### src/rtl/onehot_drv_pkg.sv
// Shared types and decode function for the one-hot driver.
// ONEHOT_DRV_THERMO_EN selects the thermometer decode in the top; the decode_code()
// function always supports both modes.
package onehot_drv_pkg;

    localparam int unsigned CODE_W = 8;
    localparam int unsigned OUT_W = 16;
    localparam logic [CODE_W-1:0] CODE_NONE = 8'hF0;

    typedef enum logic {IDLE, HOLD} state_e;

    typedef struct packed {
        logic [OUT_W-1:0] pattern;
        logic             illegal;
    } decode_t;

    // Legal codes 0x00-0x0F map to one bit, or to bits [k:0] in thermometer mode.
    // CODE_NONE and illegal codes both produce an all-zero pattern.
    function automatic decode_t decode_code(input logic [CODE_W-1:0] code, input logic thermo);
        decode_t res;
        res.pattern = '0;
        res.illegal = 1'b0;
        if (code[CODE_W-1:4] == '0) begin
            for (int i = 0; i < OUT_W; i++) begin
                res.pattern[i] = thermo ? (4'(i) <= code[3:0]) : (4'(i) == code[3:0]);
            end
        end else if (code != CODE_NONE) begin
            res.illegal = 1'b1;
        end
        return res;
    endfunction

endpackage

### src/rtl/sync_code_fifo.sv
// Synchronous circular-buffer FIFO with occupancy count. DEPTH must be a power of 2 so
// the pointers wrap naturally.
module sync_code_fifo #(
    parameter int unsigned DEPTH = 4,
    parameter int unsigned WIDTH = 8,
    localparam int unsigned PTR_W = $clog2(DEPTH),
    localparam int unsigned LVL_W = PTR_W + 1
) (
    input  logic             clk,
    input  logic             rst,
    input  logic             push,
    input  logic [WIDTH-1:0] wdata,
    input  logic             pop,
    output logic [WIDTH-1:0] rdata,
    output logic             full,
    output logic             empty,
    output logic [LVL_W-1:0] level
);

    logic [WIDTH-1:0] mem_q [DEPTH];
    logic [PTR_W-1:0] wr_ptr_q, rd_ptr_q;
    logic [LVL_W-1:0] level_q;
    logic             do_push, do_pop;

    assign full    = (level_q == LVL_W'(DEPTH));
    assign empty   = (level_q == '0);
    assign do_push = push && !full;
    assign do_pop  = pop && !empty;
    assign rdata   = mem_q[rd_ptr_q];
    assign level   = level_q;

    // Storage array; contents are don't-care until written, so no reset.
    always_ff @(posedge clk) begin
        if (do_push) begin
            mem_q[wr_ptr_q] <= wdata;
        end
    end

    // Pointer and occupancy update; push+pop together leaves the level unchanged.
    always_ff @(posedge clk) begin
        if (rst) begin
            wr_ptr_q <= '0;
            rd_ptr_q <= '0;
            level_q  <= '0;
        end else begin
            if (do_push) wr_ptr_q <= wr_ptr_q + PTR_W'(1);
            if (do_pop)  rd_ptr_q <= rd_ptr_q + PTR_W'(1);
            if (do_push && !do_pop) begin
                level_q <= level_q + LVL_W'(1);
            end else if (do_pop && !do_push) begin
                level_q <= level_q - LVL_W'(1);
            end
        end
    end

endmodule

### src/rtl/onehot_decoder_drv.sv
// Replays a stream of 8-bit index codes as a timed one-hot sequence: codes are queued in a
// FIFO and each decoded pattern is held for hold_cycles (0 treated as 1) cycles.
// Defining ONEHOT_DRV_THERMO_EN adds thermo_mode for thermometer-style decode.
module onehot_decoder_drv
    import onehot_drv_pkg::*;
#(
    parameter int unsigned HOLD_W = 8,
    parameter int unsigned FIFO_DEPTH = 4
) (
    input  logic                        clk,
    input  logic                        rst,
    input  logic [CODE_W-1:0]           code_in,
    input  logic                        code_valid,
    output logic                        code_ready,
    input  logic [HOLD_W-1:0]           hold_cycles,
    input  logic                        err_clr,
`ifdef ONEHOT_DRV_THERMO_EN
    input  logic                        thermo_mode,
`endif
    output logic [OUT_W-1:0]            onehot_out,
    output logic                        busy,
    output logic                        err_sticky,
    output logic [$clog2(FIFO_DEPTH):0] fifo_level
);

    state_e              state_q, state_d;
    logic [HOLD_W-1:0]   cnt_q, cnt_d;
    logic [OUT_W-1:0]    onehot_q, onehot_d;
    logic                err_q, err_d;
    logic                pop;
    logic                thermo;
    decode_t             dec;
    logic [CODE_W-1:0]   fifo_rdata;
    logic                fifo_full, fifo_empty;

`ifdef ONEHOT_DRV_THERMO_EN
    assign thermo = thermo_mode;
`else
    assign thermo = 1'b0;
`endif

    sync_code_fifo #(
        .DEPTH(FIFO_DEPTH),
        .WIDTH(CODE_W)
    ) u_fifo (
        .clk  (clk),
        .rst  (rst),
        .push (code_valid),
        .wdata(code_in),
        .pop  (pop),
        .rdata(fifo_rdata),
        .full (fifo_full),
        .empty(fifo_empty),
        .level(fifo_level)
    );

    assign dec        = decode_code(fifo_rdata, thermo);
    assign code_ready = !fifo_full;
    assign busy       = (state_q != IDLE) || !fifo_empty;
    assign onehot_out = onehot_q;
    assign err_sticky = err_q;

    // Next-state: pop whenever idle with data, or on the last hold cycle for back-to-back.
    always_comb begin
        state_d  = state_q;
        cnt_d    = cnt_q;
        onehot_d = onehot_q;
        err_d    = err_q;
        pop      = 1'b0;
        unique case (state_q)
            IDLE: begin
                onehot_d = '0;
                if (!fifo_empty) pop = 1'b1;
            end
            HOLD: begin
                if (cnt_q <= HOLD_W'(1)) begin
                    if (!fifo_empty) begin
                        pop = 1'b1;
                    end else begin
                        state_d  = IDLE;
                        onehot_d = '0;
                    end
                end else begin
                    cnt_d = cnt_q - HOLD_W'(1);
                end
            end
            default: state_d = IDLE;
        endcase
        if (pop) begin
            state_d  = HOLD;
            onehot_d = dec.pattern;
            cnt_d    = (hold_cycles == '0) ? HOLD_W'(1) : hold_cycles;
        end
        // A new error on the same edge as err_clr takes priority.
        if (err_clr) err_d = 1'b0;
        if (pop && dec.illegal) err_d = 1'b1;
    end

    // State, counter, output pattern and error flag registers.
    always_ff @(posedge clk) begin
        if (rst) begin
            state_q  <= IDLE;
            cnt_q    <= '0;
            onehot_q <= '0;
            err_q    <= 1'b0;
        end else begin
            state_q  <= state_d;
            cnt_q    <= cnt_d;
            onehot_q <= onehot_d;
            err_q    <= err_d;
        end
    end

endmodule

### config.mk
export PLATFORM = sky130hd
export DESIGN_NAME = onehot_decoder_drv
export DESIGN_NICKNAME = d
export VERILOG_FILES = /design/src/rtl/onehot_drv_pkg.sv /design/src/rtl/sync_code_fifo.sv /design/src/rtl/onehot_decoder_drv.sv
export SDC_FILE = /design/constraint.sdc
export NUM_CORES = 1
export LEC_CHECK = 0
export BUFFER_PORTS_ARGS = -buffer_cell sky130_fd_sc_hd__buf_4
export CAP_MARGIN = 40
export CORE_MARGIN = 2
export CORE_UTILIZATION = 50
export CTS_BUF_LIST = sky130_fd_sc_hd__clkbuf_16
export CTS_CLUSTER_DIAMETER = 200
export DETAILED_ROUTE_END_ITERATION = 10
export GPL_ROUTABILITY_DRIVEN = 0
export PLACE_DENSITY = 0.74
export SLEW_MARGIN = 20
export SYNTH_ARGS = -nofsm -noshare
export SYNTH_HDL_FRONTEND = slang
export SYNTH_SLANG_ARGS = --single-unit
### constraint.sdc
create_clock -name clk -period 2.68 [get_ports clk]
set_input_delay 0.536 -clock clk [delete_from_list [all_inputs] [get_ports clk]]
set_output_delay 0.536 -clock clk [all_outputs]
set_load 0.1 [all_outputs]
==> flow_metrics.py <==
metrics = {
    "status": {
        "status": "complete, no violations",
    },
    "clock_network": {
        "cts_tree": "done",
        "hold_buffers": 0,
        "cts_root_buf": "clkbuf_16",
        "clock_sinks": 67,
        "htree_levels": 3,
        "post_cts_buffers": 0,
        "cts.reportedPaths.clkPinSlew_ns": 0.05,
        "clk_path_buf_depth": 2,
        "cts_made_buffers": 9,
        "clk_latency_ns": 0.33,
    },
    "timing": {
        "setup_viol": 0,
        "report.final.slew_viol_count": 0,
        "slew_headroom_pct": 63.3,
        "max_freq_mhz": 397,
        "hold_viol_final": 0,
        "clock-skew-final_ns": 0.00736,
        "fin_crit_ns": 2.52,
        "worst_pin_slew_ns": 0.546,
        "setup_tns_ns": 0,
        "finalCritPeriodShare_pct": 94.0,
        "rsz0062_at_grt": "false",
    },
    "global_route": {
        "antenna_found_initial": 0,
        "grt_pass1_wl_um": 8780,
        "grt_pass1_vias": 1878,
        "gr-total-overflow": 0,
        "grt_max_degree": 23,
        "gr-usage-all-layers_pct": 19.3,
    },
    "setup_path": {
        "r2r_cells": 10,
        "cp-start-kind": "flip-flop",
        "r2r_slack_ns": 0.16,
        "cp-startpoint": "cnt_q[4]",
        "crit_path_max_fanout": 6,
        "crit_type": "flip-flop to flip-flop",
        "r2r-end": "u_fifo.level[2]",
        "setup.worst_path.end": "u_fifo.level[2]",
        "worstPathArrival_ns": 2.77,
        "rr_startpoint": "cnt_q[4]",
        "crit_required_ns": 2.94,
        "end_kind": "flip-flop",
    },
    "yosys": {
        "synth_cell_types": 42,
        "ys_seq_area_share_pct": 60.8,
        "syn_inst": 224,
        "synth_nets": 252,
        "synth_area_um2": 2730,
        "syn_area_per_cell_um2": 12.2,
        "yosysWarnings": 0,
        "ys_seq_elements": 67,
    },
    "cells_and_area": {
        "fin_nets": 303,
        "finalInstanceArea_um2": 3440,
        "diodes": 0,
        "drive_above_1_share_pct": 28.6,
        "syn_to_final_growth_pct": 25.8,
        "fillers": 397,
    },
    "drt": {
        "viasPerCell": 5.37,
        "drt_iter0_drc": 94,
        "drc": 0,
        "via_count": 1881,
        "wl_per_cell_um": 15.0,
        "dr.pass1.iters": 4,
        "wl_um": 5250,
        "ant_nets": 0,
    },
    "placed_design": {
        "place_area_um2": 3150,
        "io_buffers": 41,
        "dpl.hpwl_um": 3740,
    },
    "power_and_ir_drop": {
        "power_density_nw_per_um2": 1130,
        "p_leak_nw": 1.32,
        "vdd_drop_max_v": 0.000633,
    },
    "worst_hold_path": {
        "hp-class": "input port to flip-flop",
    },
    "floorplanning": {
        "die_w_um": 77.9,
        "fp.dieH_um": 77.9,
        "num_rows": 26,
        "initial_core_util_pct": 52.5,
        "design.portCount": 42,
        "dieArea_um2": 6070,
        "coreArea_um2": 5200,
    },
    "flow_run": {
        "maxCapViolCount": 0,
    },
}
sequential cells by signal (all words and copies together), names as in the netlist, named ones only:
signal / count
state_q: 1
u_fifo.level: 3
u_fifo.rd_ptr_q: 2
cnt_q: 8
onehot_out: 16
err_sticky: 1
u_fifo.wr_ptr_q: 2
u_fifo.mem_q: 32
critical path, cell delays in order, from the launching register on:
cell	delay (ns)
dfxtp_1	0.34
or4_4	0.55
o41a_4	0.41
nor2_4	0.10
inv_1	0.06
ha_1	0.21
inv_1	0.07
fa_1	0.18
xor2_1	0.08
or3_1	0.31
a21oi_1	0.14
cell usage after synthesis:
master,n,area [um^2]
dfxtp_1,35,701
edfxtp_1,32,961
nand2_1,28,105
nor2_1,18,67.6
o21ai_0,14,70.1
nand3_1,10,50.1
inv_1,8,30.0
mux4_2,8,180
ha_1,7,87.6
a21oi_1,5,25.0
and3_1,5,31.3
or3_1,5,31.3
a31oi_1,4,25.0
clkbuf_1,4,15.0
nor3_1,4,20.0
nand3b_1,3,22.5
xor2_1,3,26.3
mux2i_1,2,20.0
nand2b_1,2,12.5
o21ai_1,2,10.0
o311ai_0,2,17.5
o31ai_1,2,15.0
xnor2_1,2,17.5
a211oi_1,1,7.51
a2bb2oi_1,1,8.76
a32o_1,1,10.0
a32oi_1,1,8.76
and2_1,1,6.26
and4b_1,1,10.0
buf_1,1,3.75
buf_2,1,5.00
buf_6,1,11.3
fa_1,1,20.0
nand4_1,1,6.26
nor2_4,1,11.3
nor4_1,1,6.26
nor4_2,1,12.5
o211ai_1,1,7.51
o41a_4,1,21.3
o41ai_2,1,16.3
or4_1,1,7.51
or4_4,1,11.3
kinds of logic (layout without fill, tap and decap cells):
kind of cell	after synthesis	count (layout)	synth area share [%]
muxes	10	10	7.33
xor gates and xnor gates	5	5	1.60
and+or+nand+nor	83	83	15.1
AOI/OAI and AO/OA	36	36	8.88
DFF	67	67	60.8
buffers and inverters	15	71	2.38
adders and majority gates	8	8	3.94
area by class of cell:
class / instances / area (um^2) / area share (%)
timing repair buffer: 47 / 353 / 10.3
tap: 70 / 87.6 / 2.55
sequential: 67 / 1670 / 48.6
clock inverter: 6 / 30.0 / 0.874
inverter: 8 / 30.0 / 0.874
clock buffer: 10 / 250 / 7.28
multi-input combinational: 142 / 1020 / 29.6
metal layers:
metal	GRT usage, %	part of all wire [%]	vias to the layer above
met3	5.81	4.6	9
met2	29.8	49	39
li1	-	-	930
met1	23.5	44	903
met5	0	0	-
met4	12.6	2.8	0
cells in the final DEF, fill, tap and decap left out, drive strengths merged, types with 4 or more instances in the layout:
cell type / count
inv: 10
nor3: 4
nor2: 19
mux4: 8
a21oi: 5
dfxtp: 35
edfxtp: 32
or3: 5
a31oi: 4
nand2: 28
o21ai: 16
ha: 7
buf: 47
and3: 5
clkbuf: 10
nand3: 10
worst min path at each step:
stage	from	to	slack, ns	cells after the start
6_report	code_in[3]	u_fifo.mem_q[3][3]	0.41	1
5_1_grt	code_in[7]	u_fifo.mem_q[1][7]	0.40	1
4_1_cts	code_in[3]	u_fifo.mem_q[1][3]	0.40	1
3_5_place_dp	onehot_out[7]	onehot_out[7]	0.45	2
3_3_place_gp	onehot_out[7]	onehot_out[7]	0.44	2
2_1_floorplan	cnt_q[6]	cnt_q[6]	0.47	2
where the power goes:
part | internal [mW] | switching, mW | total, mW
logic | 0.523 | 0.862 | 1.38
clock network | 0.670 | 0.419 | 1.09
registers | 1.24 | 0.152 | 1.40
metrics by stage:
stage          power [mW]  utilization (%)  setup slack [ns]  hold WS (ns)  cells
2_1_floorplan        2.46                -            0.0483         0.475    224
3_3_place_gp         2.76             60.5             0.166         0.438    333
3_5_place_dp         2.80             60.6            0.0851         0.445    334
4_1_cts              3.89             66.0            0.0732         0.396    350
5_1_grt              4.08             66.0           0.00920         0.398    350
6_report             3.87             66.0             0.162         0.406    350
what timing repair did:
item	CTS	global route
hold endpoints to repair	0	0
setup endpoints to repair	0	1
gates resized for setup	0	1
Note: power is estimated with default switching activity, not from simulation.
